[config.mk]
export PLATFORM = sky130hd
export DESIGN_NAME = accum_calc
export DESIGN_NICKNAME = d
export VERILOG_FILES = /design/src/rtl/accum_calc.sv
export SDC_FILE = /design/constraint.sdc
export NUM_CORES = 1
export LEC_CHECK = 0
export ABC_AREA = 0
export CORE_ASPECT_RATIO = 0.7
export CORE_UTILIZATION = 30
export CTS_CLUSTER_DIAMETER = 30
export DETAILED_ROUTE_END_ITERATION = 16
export SYNTH_ARGS = -nofsm -noshare
export SYNTH_HDL_FRONTEND = slang
export SYNTH_SLANG_ARGS = --single-unit
[constraint.sdc]
create_clock -name CLK -period 3.6 [get_ports CLK]
set_input_delay 0.54 -clock CLK [delete_from_list [all_inputs] [get_ports CLK]]
set_output_delay 0.54 -clock CLK [all_outputs]
set_load 0.02 [all_outputs]
[src/rtl/accum_calc.sv]
// accum_calc: four debounced pushbuttons drive load/add/subtract/show operations on a WIDTH-bit accumulator.
// Optional build macro ACCUM_SAT_EN makes ADD/SUB saturate instead of wrapping modulo 2**WIDTH.
module accum_calc #(
  parameter int WIDTH           = 8,
  parameter int DEBOUNCE_CYCLES = 4,
  parameter int CNT_W           = 17
) (
  input  logic             CLK,
  input  logic             RST,
  input  logic [WIDTH-1:0] sw,
  input  logic [3:0]       btn,
  output logic [WIDTH-1:0] disp_value,
  output logic [WIDTH-1:0] acc,
  output logic             carry,
  output logic             zero,
  output logic             show_acc
);

  localparam int BTN_STORE = 0;
  localparam int BTN_ADD   = 1;
  localparam int BTN_SHOW  = 2;
  localparam int BTN_SUB   = 3;

  localparam logic [CNT_W-1:0] CNT_LAST = CNT_W'(DEBOUNCE_CYCLES - 1);

  logic [3:0] s1;
  logic [3:0] s2;
  logic [3:0] press;

  always_ff @(posedge CLK) begin
    if (RST) begin
      s1 <= '0;
      s2 <= '0;
    end else begin
      s1 <= btn;
      s2 <= s1;
    end
  end

  // A level change is accepted only after DEBOUNCE_CYCLES consecutive differing samples.
  genvar i;
  generate
    for (i = 0; i < 4; i++) begin : g_btn
      logic [CNT_W-1:0] cnt;
      logic             db;
      logic             db_prev;

      always_ff @(posedge CLK) begin
        if (RST) begin
          cnt     <= '0;
          db      <= 1'b0;
          db_prev <= 1'b0;
        end else begin
          db_prev <= db;
          if (s2[i] == db) begin
            cnt <= '0;
          end else if (cnt == CNT_LAST) begin
            db  <= s2[i];
            cnt <= '0;
          end else begin
            cnt <= cnt + 1'b1;
          end
        end
      end

      assign press[i] = db & ~db_prev;
    end
  endgenerate

  logic [WIDTH:0]   sum;
  logic [WIDTH-1:0] diff;
  logic             borrow;
  logic [WIDTH-1:0] acc_next;
  logic             carry_next;

  assign sum    = {1'b0, acc} + {1'b0, sw};
  assign diff   = acc - sw;
  assign borrow = (sw > acc);

  // Only one arithmetic press wins per cycle: STORE > SUB > ADD.
  always_comb begin
    acc_next   = acc;
    carry_next = carry;
    if (press[BTN_STORE]) begin
      acc_next   = sw;
      carry_next = 1'b0;
    end else if (press[BTN_SUB]) begin
`ifdef ACCUM_SAT_EN
      acc_next   = borrow ? '0 : diff;
`else
      acc_next   = diff;
`endif
      carry_next = borrow;
    end else if (press[BTN_ADD]) begin
`ifdef ACCUM_SAT_EN
      acc_next   = sum[WIDTH] ? '1 : sum[WIDTH-1:0];
`else
      acc_next   = sum[WIDTH-1:0];
`endif
      carry_next = sum[WIDTH];
    end
  end

  always_ff @(posedge CLK) begin
    if (RST) begin
      acc      <= '0;
      carry    <= 1'b0;
      zero     <= 1'b1;
      show_acc <= 1'b0;
    end else begin
      acc      <= acc_next;
      carry    <= carry_next;
      zero     <= (acc_next == '0);
      show_acc <= show_acc ^ press[BTN_SHOW];
    end
  end

  assign disp_value = show_acc ? acc : sw;

endmodule

==> results of run 1 <==
[layer usage]
metal / global-route usage, % / routed length [µm]
met3: 3.31 / 392
met2: 20.5 / 4360
met1: 18.2 / 5470
met5: 0 / 0
met4: 4.08 / 132
[critical path, cell delays in order]
cell and delay [ns]:
sky130_fd_sc_hd__clkdlybuf4s50_1 0.47, sky130_fd_sc_hd__ha_1 0.28, sky130_fd_sc_hd__fa_1 0.44, sky130_fd_sc_hd__nor2b_1 0.17, sky130_fd_sc_hd__a211oi_1 0.39, sky130_fd_sc_hd__o221ai_1 0.24
sky130_fd_sc_hd__a221oi_2 0.29, sky130_fd_sc_hd__o21ba_1 0.18, sky130_fd_sc_hd__a41oi_1 0.12, sky130_fd_sc_hd__a21oi_1 0.14
[state kept, by name, summed over array words and instances (netlist names)]
name,count
g_btn.cnt,68
acc,8
g_btn.db,4
g_btn.db_prev,4
s1,4
s2,4
carry,1
show_acc,1
zero,1
[cell type report]
cell class	instances	area [µm²]
multi-input cells	424	2670
clock inverters	6	93.8
flip-flops and latches	95	1900
clock buffers	10	229
repair buffers	34	335
fillers	1575	9900
inverters	20	75.1
well taps	200	250
[synth_stat cells, drive strengths merged (4+ instances only)]
| cell type | n | area share (%) |
|---|---|---|
| nand4 | 16 | 2.1 |
| buf | 7 | 1.0 |
| and2 | 4 | 0.53 |
| nor2b | 19 | 2.7 |
| o21ai | 25 | 2.6 |
| nand3 | 24 | 2.5 |
| clkbuf | 11 | 0.87 |
| and3 | 16 | 2.1 |
| a31oi | 4 | 0.53 |
| mux2i | 5 | 1.1 |
| nor3 | 8 | 0.85 |
| or3 | 12 | 1.6 |
| nand2b | 4 | 0.53 |
| ha | 20 | 5.3 |
| nor4 | 15 | 2.0 |
| inv | 20 | 1.6 |
| a21oi | 22 | 2.6 |
| xnor2 | 19 | 3.5 |
| nand2 | 47 | 3.7 |
| nor2 | 85 | 6.8 |
| xor2 | 37 | 6.8 |
| dfxtp | 95 | 40 |
[power groups by stage]
stage                     Clock (µW)  Sequential [µW]  Combinational (µW)
after floorplan                    0             1100                 111
after global placement             0             1100                 182
after detailed placement           0             1100                 183
after CTS                       1060             1070                 184
after global routing            1100             1080                 203
final                           1040             1070                 184
[through the flow]
stage / utilization (%) / area, µm²
after floorplan: - / 4730
after global placement: 33.8 / 5230
after detailed placement: 33.8 / 5230
after CTS: 35.9 / 5550
after global routing: 35.9 / 5550
final: 35.9 / 5550
[kinds of logic after synthesis]
logic type | count (synthesis) | synth area share, %
muxes | 6 | 1.29
xor gates and xnor gates | 56 | 10.4
AOI/OAI and AO/OA | 81 | 11.6
buffers and inverters | 38 | 3.49
and+or+nand+nor | 259 | 26.9
adders and majority gates | 22 | 6.13
DFF | 95 | 40.2
[worst max-delay path by stage]
stage | end | slack (ns) | cells after the start
final | zero$_SDFF_PP1_ | 0.61 | 10
after global routing | zero$_SDFF_PP1_ | 0.48 | 10
after CTS | zero$_SDFF_PP1_ | 0.69 | 10
after detailed placement | zero$_SDFF_PP1_ | 0.33 | 10
after global placement | zero$_SDFF_PP1_ | 0.46 | 11
after floorplan | zero$_SDFF_PP1_ | 1.17 | 10
==> flow_summary.html, run 1 <==
<table>
<tr><th>Metric</th><th>Value</th></tr>
<tr><th colspan="2">Drt</th></tr>
<tr><td>Routed via count divided by cell count</td><td>around 4.9</td></tr>
<tr><td>DRC Markers</td><td>0</td></tr>
<tr><td>Number of optimization iterations in the first detailed-route pass</td><td>4</td></tr>
<tr><td>Drt total wl</td><td>between 10 and 15 mm</td></tr>
<tr><td>Routed len/inst</td><td>around 13 µm</td></tr>
<tr><td>Vias after detailed routing</td><td>a little under 4000</td></tr>
<tr><td>Starting DRC count in detailed routing</td><td>about 250</td></tr>
<tr><td>Remaining antenna violation count</td><td>0</td></tr>
<tr><th colspan="2">Global routing</th></tr>
<tr><td>Wire length of the first global-routing pass</td><td>approximately 18 mm</td></tr>
<tr><td>Number of antenna violations at the first check in global routing</td><td>0</td></tr>
<tr><td>Via count of the first global-routing pass</td><td>about 3700</td></tr>
<tr><td>Total track usage</td><td>13.3%</td></tr>
<tr><td>Overall overflow remaining after global route</td><td>0</td></tr>
<tr><td>Largest net degree at the start of global routing</td><td>18</td></tr>
<tr><th colspan="2">Critical path</th></tr>
<tr><td>Nature of the critical path startpoint</td><td>input port</td></tr>
<tr><td>Worst reg-to-reg setup slack</td><td>0.95 ns</td></tr>
<tr><td>Maximum net fanout on the critical path</td><td>4</td></tr>
<tr><td>Depth of the worst register-to-register path</td><td>9</td></tr>
<tr><td>Reg2reg end</td><td>zero$_SDFF_PP1_</td></tr>
<tr><td>Crit path kind</td><td>input port to flop</td></tr>
<tr><td>Data arrival time of the worst path</td><td>roughly 3.3 ns</td></tr>
<tr><td>Worst Path Required</td><td>between 3 and 4 ns</td></tr>
<tr><td>Crit Reg-Reg Startpoint</td><td>acc[0]$_SDFF_PP0_</td></tr>
<tr><td>Critical path capture point type</td><td>flop</td></tr>
<tr><td>Critical path startpoint</td><td>sw[0]</td></tr>
<tr><th colspan="2">Clock tree</th></tr>
<tr><td>Post-CTS Hold Fix Bufs</td><td>0</td></tr>
<tr><td>H-tree depth reported by CTS</td><td>3</td></tr>
<tr><td>Worst-Skew Late Latency</td><td>between 0.3 and 0.4 ns</td></tr>
<tr><td>Resized Gates After CTS</td><td>0</td></tr>
<tr><td>CTS Sinks</td><td>95</td></tr>
<tr><td>Total CTS buffers</td><td>9</td></tr>
<tr><td>Bufs on Longest Clock Path</td><td>2</td></tr>
<tr><td>Reg clk slew, reported paths</td><td>~0.07 ns</td></tr>
<tr><td>TritonCTS clock tree</td><td>yes</td></tr>
<tr><td>Post-CTS repair timing setup buffer count</td><td>0</td></tr>
<tr><td>Buffer cell driving the clock tree root</td><td>sky130_fd_sc_hd__clkbuf_16</td></tr>
<tr><th colspan="2">Placed design</th></tr>
<tr><td>Routability Congestion</td><td>around 0.89</td></tr>
<tr><td>Minimum setup slack after placement</td><td>0.329 ns</td></tr>
<tr><td>HPWL Detailed</td><td>between 7 and 8 mm</td></tr>
<tr><td>Port Buf Inserts</td><td>32</td></tr>
<tr><td>Placed cell count</td><td>just under 800</td></tr>
<tr><th colspan="2">Synth</th></tr>
<tr><td>Part of the Yosys area used for sequential elements</td><td>about two fifths</td></tr>
<tr><td>Synthesized instance count</td><td>approximately 560</td></tr>
<tr><td>Count of state elements after synthesis</td><td>95</td></tr>
<tr><td>Number of flops mapped to enable cells by yosys</td><td>0</td></tr>
<tr><td>Most instantiated flip-flop cell in the synthesis netlist</td><td>sky130_fd_sc_hd__dfxtp_1</td></tr>
<tr><td>Mean cell area of the mapped netlist</td><td>approximately 8.5 µm²</td></tr>
<tr><td>Synth async-reset ratio</td><td>0%</td></tr>
<tr><td>Number of warnings issued by yosys</td><td>0</td></tr>
<tr><td>Count of distinct cell types in the synthesized netlist</td><td>58</td></tr>
<tr><td>Cell area after synthesis</td><td>4730 µm²</td></tr>
<tr><td>Net count after synthesis</td><td>approximately 600</td></tr>
<tr><th colspan="2">Finish</th></tr>
<tr><td>Commonest non-fill, non-tap cell in the layout</td><td>sky130_fd_sc_hd__dfxtp_1</td></tr>
<tr><td>Number of antenna cells inserted</td><td>0</td></tr>
<tr><td>Synth-to-Final Area Change</td><td>17.3%</td></tr>
<tr><td>Top library cells by usage in the layout, fill and taps aside</td><td>sky130_fd_sc_hd__dfxtp_1, sky130_fd_sc_hd__nor2_1, sky130_fd_sc_hd__nand2_1</td></tr>
<tr><td>Number of nets in the final layout</td><td>just over 600</td></tr>
<tr><td>Number of standard cells in the layout, taps in and fillers out</td><td>slightly below 800</td></tr>
<tr><td>Share of final-layout standard cells stronger than drive strength 1</td><td>a little over 5%</td></tr>
<tr><th colspan="2">Power and ir drop</th></tr>
<tr><td>PnR Total Power</td><td>2300 µW</td></tr>
<tr><td>Switching share of power</td><td>between 20% and 30%</td></tr>
<tr><td>Power share of the combinational group</td><td>8.0%</td></tr>
<tr><td>Proportion of power drawn by flip-flops and latches</td><td>a little under half</td></tr>
<tr><td>Leakage</td><td>0.00202 µW</td></tr>
<tr><td>Clock power frac</td><td>45.2%</td></tr>
<tr><td>Internal cell power</td><td>roughly 1800 µW</td></tr>
<tr><td>Power per standard cell area</td><td>around 410 nW/µm²</td></tr>
<tr><td>Power dissipated by switching net loads</td><td>between 500 and 600 µW</td></tr>
<tr><td>VDD IR-drop max</td><td>between 0.2 and 0.25 mV</td></tr>
<tr><th colspan="2">Timing</th></tr>
<tr><td>Min Hold Slack</td><td>about 0.44 ns</td></tr>
<tr><td>Setup TNS</td><td>0 ns</td></tr>
<tr><td>RSZ-0062 raised after global routing</td><td>no</td></tr>
<tr><td>Period minus WS final</td><td>between 2 and 3 ns</td></tr>
<tr><td>Final setup slack of the worst path</td><td>between 0.6 and 0.7 ns</td></tr>
<tr><td>Remaining max-slew budget at the tightest pin</td><td>36.0%</td></tr>
<tr><td>Period utilization</td><td>83.2%</td></tr>
<tr><td>Final count of pins violating max slew</td><td>0</td></tr>
<tr><td>Actual slew at the worst max-slew pin</td><td>between 0.9 and 1 ns</td></tr>
<tr><td>Worst Skew</td><td>approximately 0.007 ns</td></tr>
<tr><td>Highest Clock Rate</td><td>approximately 330 MHz</td></tr>
<tr><td>Finish-stage setup viols</td><td>0</td></tr>
<tr><td>Final hold violations</td><td>0</td></tr>
<tr><th colspan="2">Floorplanning</th></tr>
<tr><td>Area of the die</td><td>16300 µm²</td></tr>
<tr><td>Placeable Area</td><td>about 15000 µm²</td></tr>
<tr><td>Initial core utilization</td><td>30.6%</td></tr>
<tr><td>Die Wd</td><td>152 µm</td></tr>
<tr><td>Number of top-level pins</td><td>33</td></tr>
<tr><td>Cell row count</td><td>38</td></tr>
<tr><td>Die Y-Extent</td><td>between 100 and 150 µm</td></tr>
<tr><th colspan="2">Outcome</th></tr>
<tr><td>Result of the run</td><td>finished, final reports clean</td></tr>
<tr><th colspan="2">Run</th></tr>
<tr><td>Max-cap violations</td><td>0</td></tr>
<tr><th colspan="2">Hold path</th></tr>
<tr><td>Worst hold endpoint</td><td>s2[1]$_SDFF_PP0_</td></tr>
<tr><td>Hold Crit Class</td><td>flop to flop</td></tr>
<tr><td>Worst Min Path Start</td><td>s1[1]$_SDFF_PP0_</td></tr>
<tr><td>Hold Path Cell Cnt</td><td>1</td></tr>
</table>
Power figures use the tool's default switching activity.
==> run 2: changes to the inputs <==
==> constraint.sdc (replaced) <==
create_clock -name CLK -period 2.95 [get_ports CLK]
set_input_delay 0.4425 -clock CLK [delete_from_list [all_inputs] [get_ports CLK]]
set_output_delay 0.4425 -clock CLK [all_outputs]
set_load 0.02 [all_outputs]
==> flow_summary.html, run 2 (synthesis gave the netlist of run 1 again) <==
<table>
<tr><th>Metric</th><th>Value</th></tr>
<tr><th colspan="2">Outcome</th></tr>
<tr><td>Result of the run</td><td>finished, final reports clean</td></tr>
<tr><th colspan="2">Finish</th></tr>
<tr><td>Final core occ</td><td>a little over a third</td></tr>
<tr><td>Synth-to-Final Area Change</td><td>18.8%</td></tr>
<tr><td>Most flops, register</td><td>g_btn.cnt</td></tr>
<tr><td>Share of final-layout standard cells stronger than drive strength 1</td><td>approximately 7.6%</td></tr>
<tr><td>Max reg flops</td><td>slightly below 70</td></tr>
<tr><td>Registers with the most flip-flops</td><td>g_btn.cnt (68), acc (8)</td></tr>
<tr><td>Number of nets in the final layout</td><td>634</td></tr>
<tr><td>Top library cells by usage in the layout, fill and taps aside</td><td>sky130_fd_sc_hd__dfxtp_1, sky130_fd_sc_hd__nor2_1, sky130_fd_sc_hd__nand2_1</td></tr>
<tr><td>Total of fill cells in the finished design</td><td>around 1600</td></tr>
<tr><td>Commonest non-fill, non-tap cell in the layout</td><td>sky130_fd_sc_hd__dfxtp_1</td></tr>
<tr><td>Number of antenna cells inserted</td><td>0</td></tr>
<tr><th colspan="2">Power and ir drop</th></tr>
<tr><td>Proportion of power drawn by flip-flops and latches</td><td>49.5%</td></tr>
<tr><td>Power share of the combinational group</td><td>~9.0%</td></tr>
<tr><td>Clock power frac</td><td>roughly two fifths</td></tr>
<tr><td>Power per standard cell area</td><td>about 470 nW/µm²</td></tr>
<tr><td>Switching share of power</td><td>24.3%</td></tr>
<tr><td>PnR Total Power</td><td>about 2600 µW</td></tr>
<tr><td>Internal cell power</td><td>around 2000 µW</td></tr>
<tr><td>Leakage</td><td>0.00207 µW</td></tr>
<tr><td>VDD IR-drop max</td><td>approximately 0.28 mV</td></tr>
<tr><td>Power dissipated by switching net loads</td><td>between 600 and 700 µW</td></tr>
<tr><th colspan="2">Drt</th></tr>
<tr><td>Number of optimization iterations in the first detailed-route pass</td><td>4</td></tr>
<tr><td>Vias after detailed routing</td><td>approximately 4000</td></tr>
<tr><td>Starting DRC count in detailed routing</td><td>roughly 240</td></tr>
<tr><td>Remaining antenna violation count</td><td>0</td></tr>
<tr><td>Drt total wl</td><td>10.2 mm</td></tr>
<tr><td>Routed via count divided by cell count</td><td>slightly below 5</td></tr>
<tr><td>Routed len/inst</td><td>between 10 and 15 µm</td></tr>
<tr><td>DRC Markers</td><td>0</td></tr>
<tr><th colspan="2">Placed design</th></tr>
<tr><td>HPWL Detailed</td><td>approximately 7.4 mm</td></tr>
<tr><td>Minimum setup slack after placement</td><td>-0.110 ns</td></tr>
<tr><td>Port Buf Inserts</td><td>32</td></tr>
<tr><td>Routability Congestion</td><td>0.904</td></tr>
<tr><th colspan="2">Floorplanning</th></tr>
<tr><td>Area of the die</td><td>16300 µm²</td></tr>
<tr><td>Initial core utilization</td><td>between 30% and 40%</td></tr>
<tr><td>Number of top-level pins</td><td>33</td></tr>
<tr><td>Cell row count</td><td>38</td></tr>
<tr><td>Die Wd</td><td>between 150 and 200 µm</td></tr>
<tr><td>Die Y-Extent</td><td>about 110 µm</td></tr>
<tr><td>Placeable Area</td><td>15500 µm²</td></tr>
<tr><th colspan="2">Global routing</th></tr>
<tr><td>Overall overflow remaining after global route</td><td>0</td></tr>
<tr><td>Number of antenna violations at the first check in global routing</td><td>0</td></tr>
<tr><td>Total track usage</td><td>13.5%</td></tr>
<tr><td>Wire length of the first global-routing pass</td><td>roughly 18 mm</td></tr>
<tr><td>Largest net degree at the start of global routing</td><td>18</td></tr>
<tr><td>Via count of the first global-routing pass</td><td>between 3000 and 4000</td></tr>
<tr><th colspan="2">Timing</th></tr>
<tr><td>Period utilization</td><td>between 90% and 100%</td></tr>
<tr><td>Final hold violations</td><td>0</td></tr>
<tr><td>Highest Clock Rate</td><td>roughly 370 MHz</td></tr>
<tr><td>Finish-stage setup viols</td><td>0</td></tr>
<tr><td>Period minus WS final</td><td>2.69 ns</td></tr>
<tr><td>RSZ-0062 raised after global routing</td><td>no</td></tr>
<tr><td>Final setup slack of the worst path</td><td>approximately 0.26 ns</td></tr>
<tr><td>Worst Skew</td><td>roughly 0.0055 ns</td></tr>
<tr><td>Actual slew at the worst max-slew pin</td><td>0.688 ns</td></tr>
<tr><td>Remaining max-slew budget at the tightest pin</td><td>54.0%</td></tr>
<tr><td>Final count of pins violating max slew</td><td>0</td></tr>
<tr><th colspan="2">Clock tree</th></tr>
<tr><td>Worst-Skew Late Latency</td><td>around 0.34 ns</td></tr>
<tr><td>CTS Sinks</td><td>between 90 and 100</td></tr>
<tr><td>H-tree depth reported by CTS</td><td>3</td></tr>
<tr><td>Buffer cell driving the clock tree root</td><td>sky130_fd_sc_hd__clkbuf_16</td></tr>
<tr><td>Post-CTS Hold Fix Bufs</td><td>0</td></tr>
<tr><td>Bufs on Longest Clock Path</td><td>2</td></tr>
<tr><td>Reg clk slew, reported paths</td><td>0.07 ns</td></tr>
<tr><td>Total CTS buffers</td><td>9</td></tr>
<tr><td>TritonCTS clock tree</td><td>yes</td></tr>
<tr><th colspan="2">Hold path</th></tr>
<tr><td>Hold Crit Class</td><td>flop to flop</td></tr>
<tr><td>Hold Path Cell Cnt</td><td>1</td></tr>
<tr><th colspan="2">Critical path</th></tr>
<tr><td>Critical path capture point type</td><td>flop</td></tr>
<tr><td>Crit Reg-Reg Startpoint</td><td>acc[0]$_SDFF_PP0_</td></tr>
<tr><td>Maximum net fanout on the critical path</td><td>4</td></tr>
<tr><td>Worst reg-to-reg setup slack</td><td>0.51 ns</td></tr>
<tr><td>Depth of the worst register-to-register path</td><td>11</td></tr>
<tr><td>Critical path startpoint</td><td>sw[0]</td></tr>
<tr><td>Reg2reg end</td><td>zero$_SDFF_PP1_</td></tr>
<tr><td>Crit path kind</td><td>input port to flop</td></tr>
<tr><td>Worst Path Required</td><td>3.23 ns</td></tr>
<tr><td>Data arrival time of the worst path</td><td>2.98 ns</td></tr>
<tr><td>Worst Setup EP</td><td>zero$_SDFF_PP1_</td></tr>
<tr><td>Nature of the critical path startpoint</td><td>input port</td></tr>
<tr><th colspan="2">Run</th></tr>
<tr><td>Max-cap violations</td><td>0</td></tr>
</table>
## run 2: cell count changes in the layout (fill, tap and decap cells not counted), sizes merged
cell,change
bufinv,-2
buf,+14
clkinv,-1
clkinvlp,+3
## run 2: area by class of cell
class	count	area (µm²)	area share [%]
Tap cell	200	250	4.45
Inverter	20	75.1	1.34
Timing Repair Buffer	48	440	7.83
Sequential cell	95	1900	33.8
Multi-Input combinational cell	424	2670	47.5
Clock inverter	6	43.8	0.779
Clock buffer	10	239	4.25
## run 2: critical path, cell delays in order
cell	delay [ns]
sky130_fd_sc_hd__clkdlybuf4s50_1	0.53
sky130_fd_sc_hd__ha_1	0.19
sky130_fd_sc_hd__inv_1	0.06
sky130_fd_sc_hd__fa_1	0.43
sky130_fd_sc_hd__a21oi_4	0.17
sky130_fd_sc_hd__o21bai_2	0.09
sky130_fd_sc_hd__a221o_1	0.37
sky130_fd_sc_hd__a221oi_2	0.27
sky130_fd_sc_hd__o21ba_1	0.16
sky130_fd_sc_hd__a41oi_1	0.12
sky130_fd_sc_hd__a21oi_1	0.13
## run 2: per-layer routing
layer  wire (µm)  global-route usage (%)
met1        5180                    17.7
met2        4530                    21.7
met3         395                    3.64
met4          76                    3.64
met5           0                       0
## run 2: what timing repair did
action | CTS | global route
setup buffers | 0 | 0
resized for setup | 0 | 1
setup endpoints to repair | 0 | 1
## run 2: through the flow
step	hold WS, ns	TNS [ns]	instance area, µm²	cells
after global placement	0.421	-0.0623	5340	787
after global routing	0.465	0	5620	803
final	0.440	0	5620	803
after CTS	0.445	0	5620	803
after floorplan	0.414	0	4730	557
after detailed placement	0.429	-0.110	5340	787
## run 2: worst min-delay path by stage
stage / startpoint / end / slack, ns
floorplan: s1[0]$_SDFF_PP0_ / s2[0]$_SDFF_PP0_ / 0.41
global placement: s1[1]$_SDFF_PP0_ / s2[1]$_SDFF_PP0_ / 0.42
detailed placement: s1[3]$_SDFF_PP0_ / s2[3]$_SDFF_PP0_ / 0.43
CTS: s1[3]$_SDFF_PP0_ / s2[3]$_SDFF_PP0_ / 0.44
global route: s1[1]$_SDFF_PP0_ / s2[1]$_SDFF_PP0_ / 0.47
finish: s1[3]$_SDFF_PP0_ / s2[3]$_SDFF_PP0_ / 0.44
## run 2: power by group through the flow
| stage | Combinational (µW) | Clock [µW] | Sequential [µW] |
|---|---|---|---|
| floorplan | 135 | 0 | 1350 |
| global placement | 234 | 0 | 1340 |
| detailed placement | 234 | 0 | 1340 |
| CTS | 236 | 1130 | 1310 |
| global route | 257 | 1180 | 1310 |
| finish | 237 | 1100 | 1310 |
==> run 3: changes to the inputs <==
--- a/config.mk
+++ b/config.mk
@@ -9,6 +9,7 @@
 export CORE_ASPECT_RATIO = 0.7
 export CORE_UTILIZATION = 30
 export CTS_CLUSTER_DIAMETER = 30
+export CTS_CLUSTER_SIZE = 25
 export DETAILED_ROUTE_END_ITERATION = 16
 export SYNTH_ARGS = -nofsm -noshare
 export SYNTH_HDL_FRONTEND = slang
==> results of run 3 <==
Same layout as run 2: the final DEF is identical, and so are final timing and power.
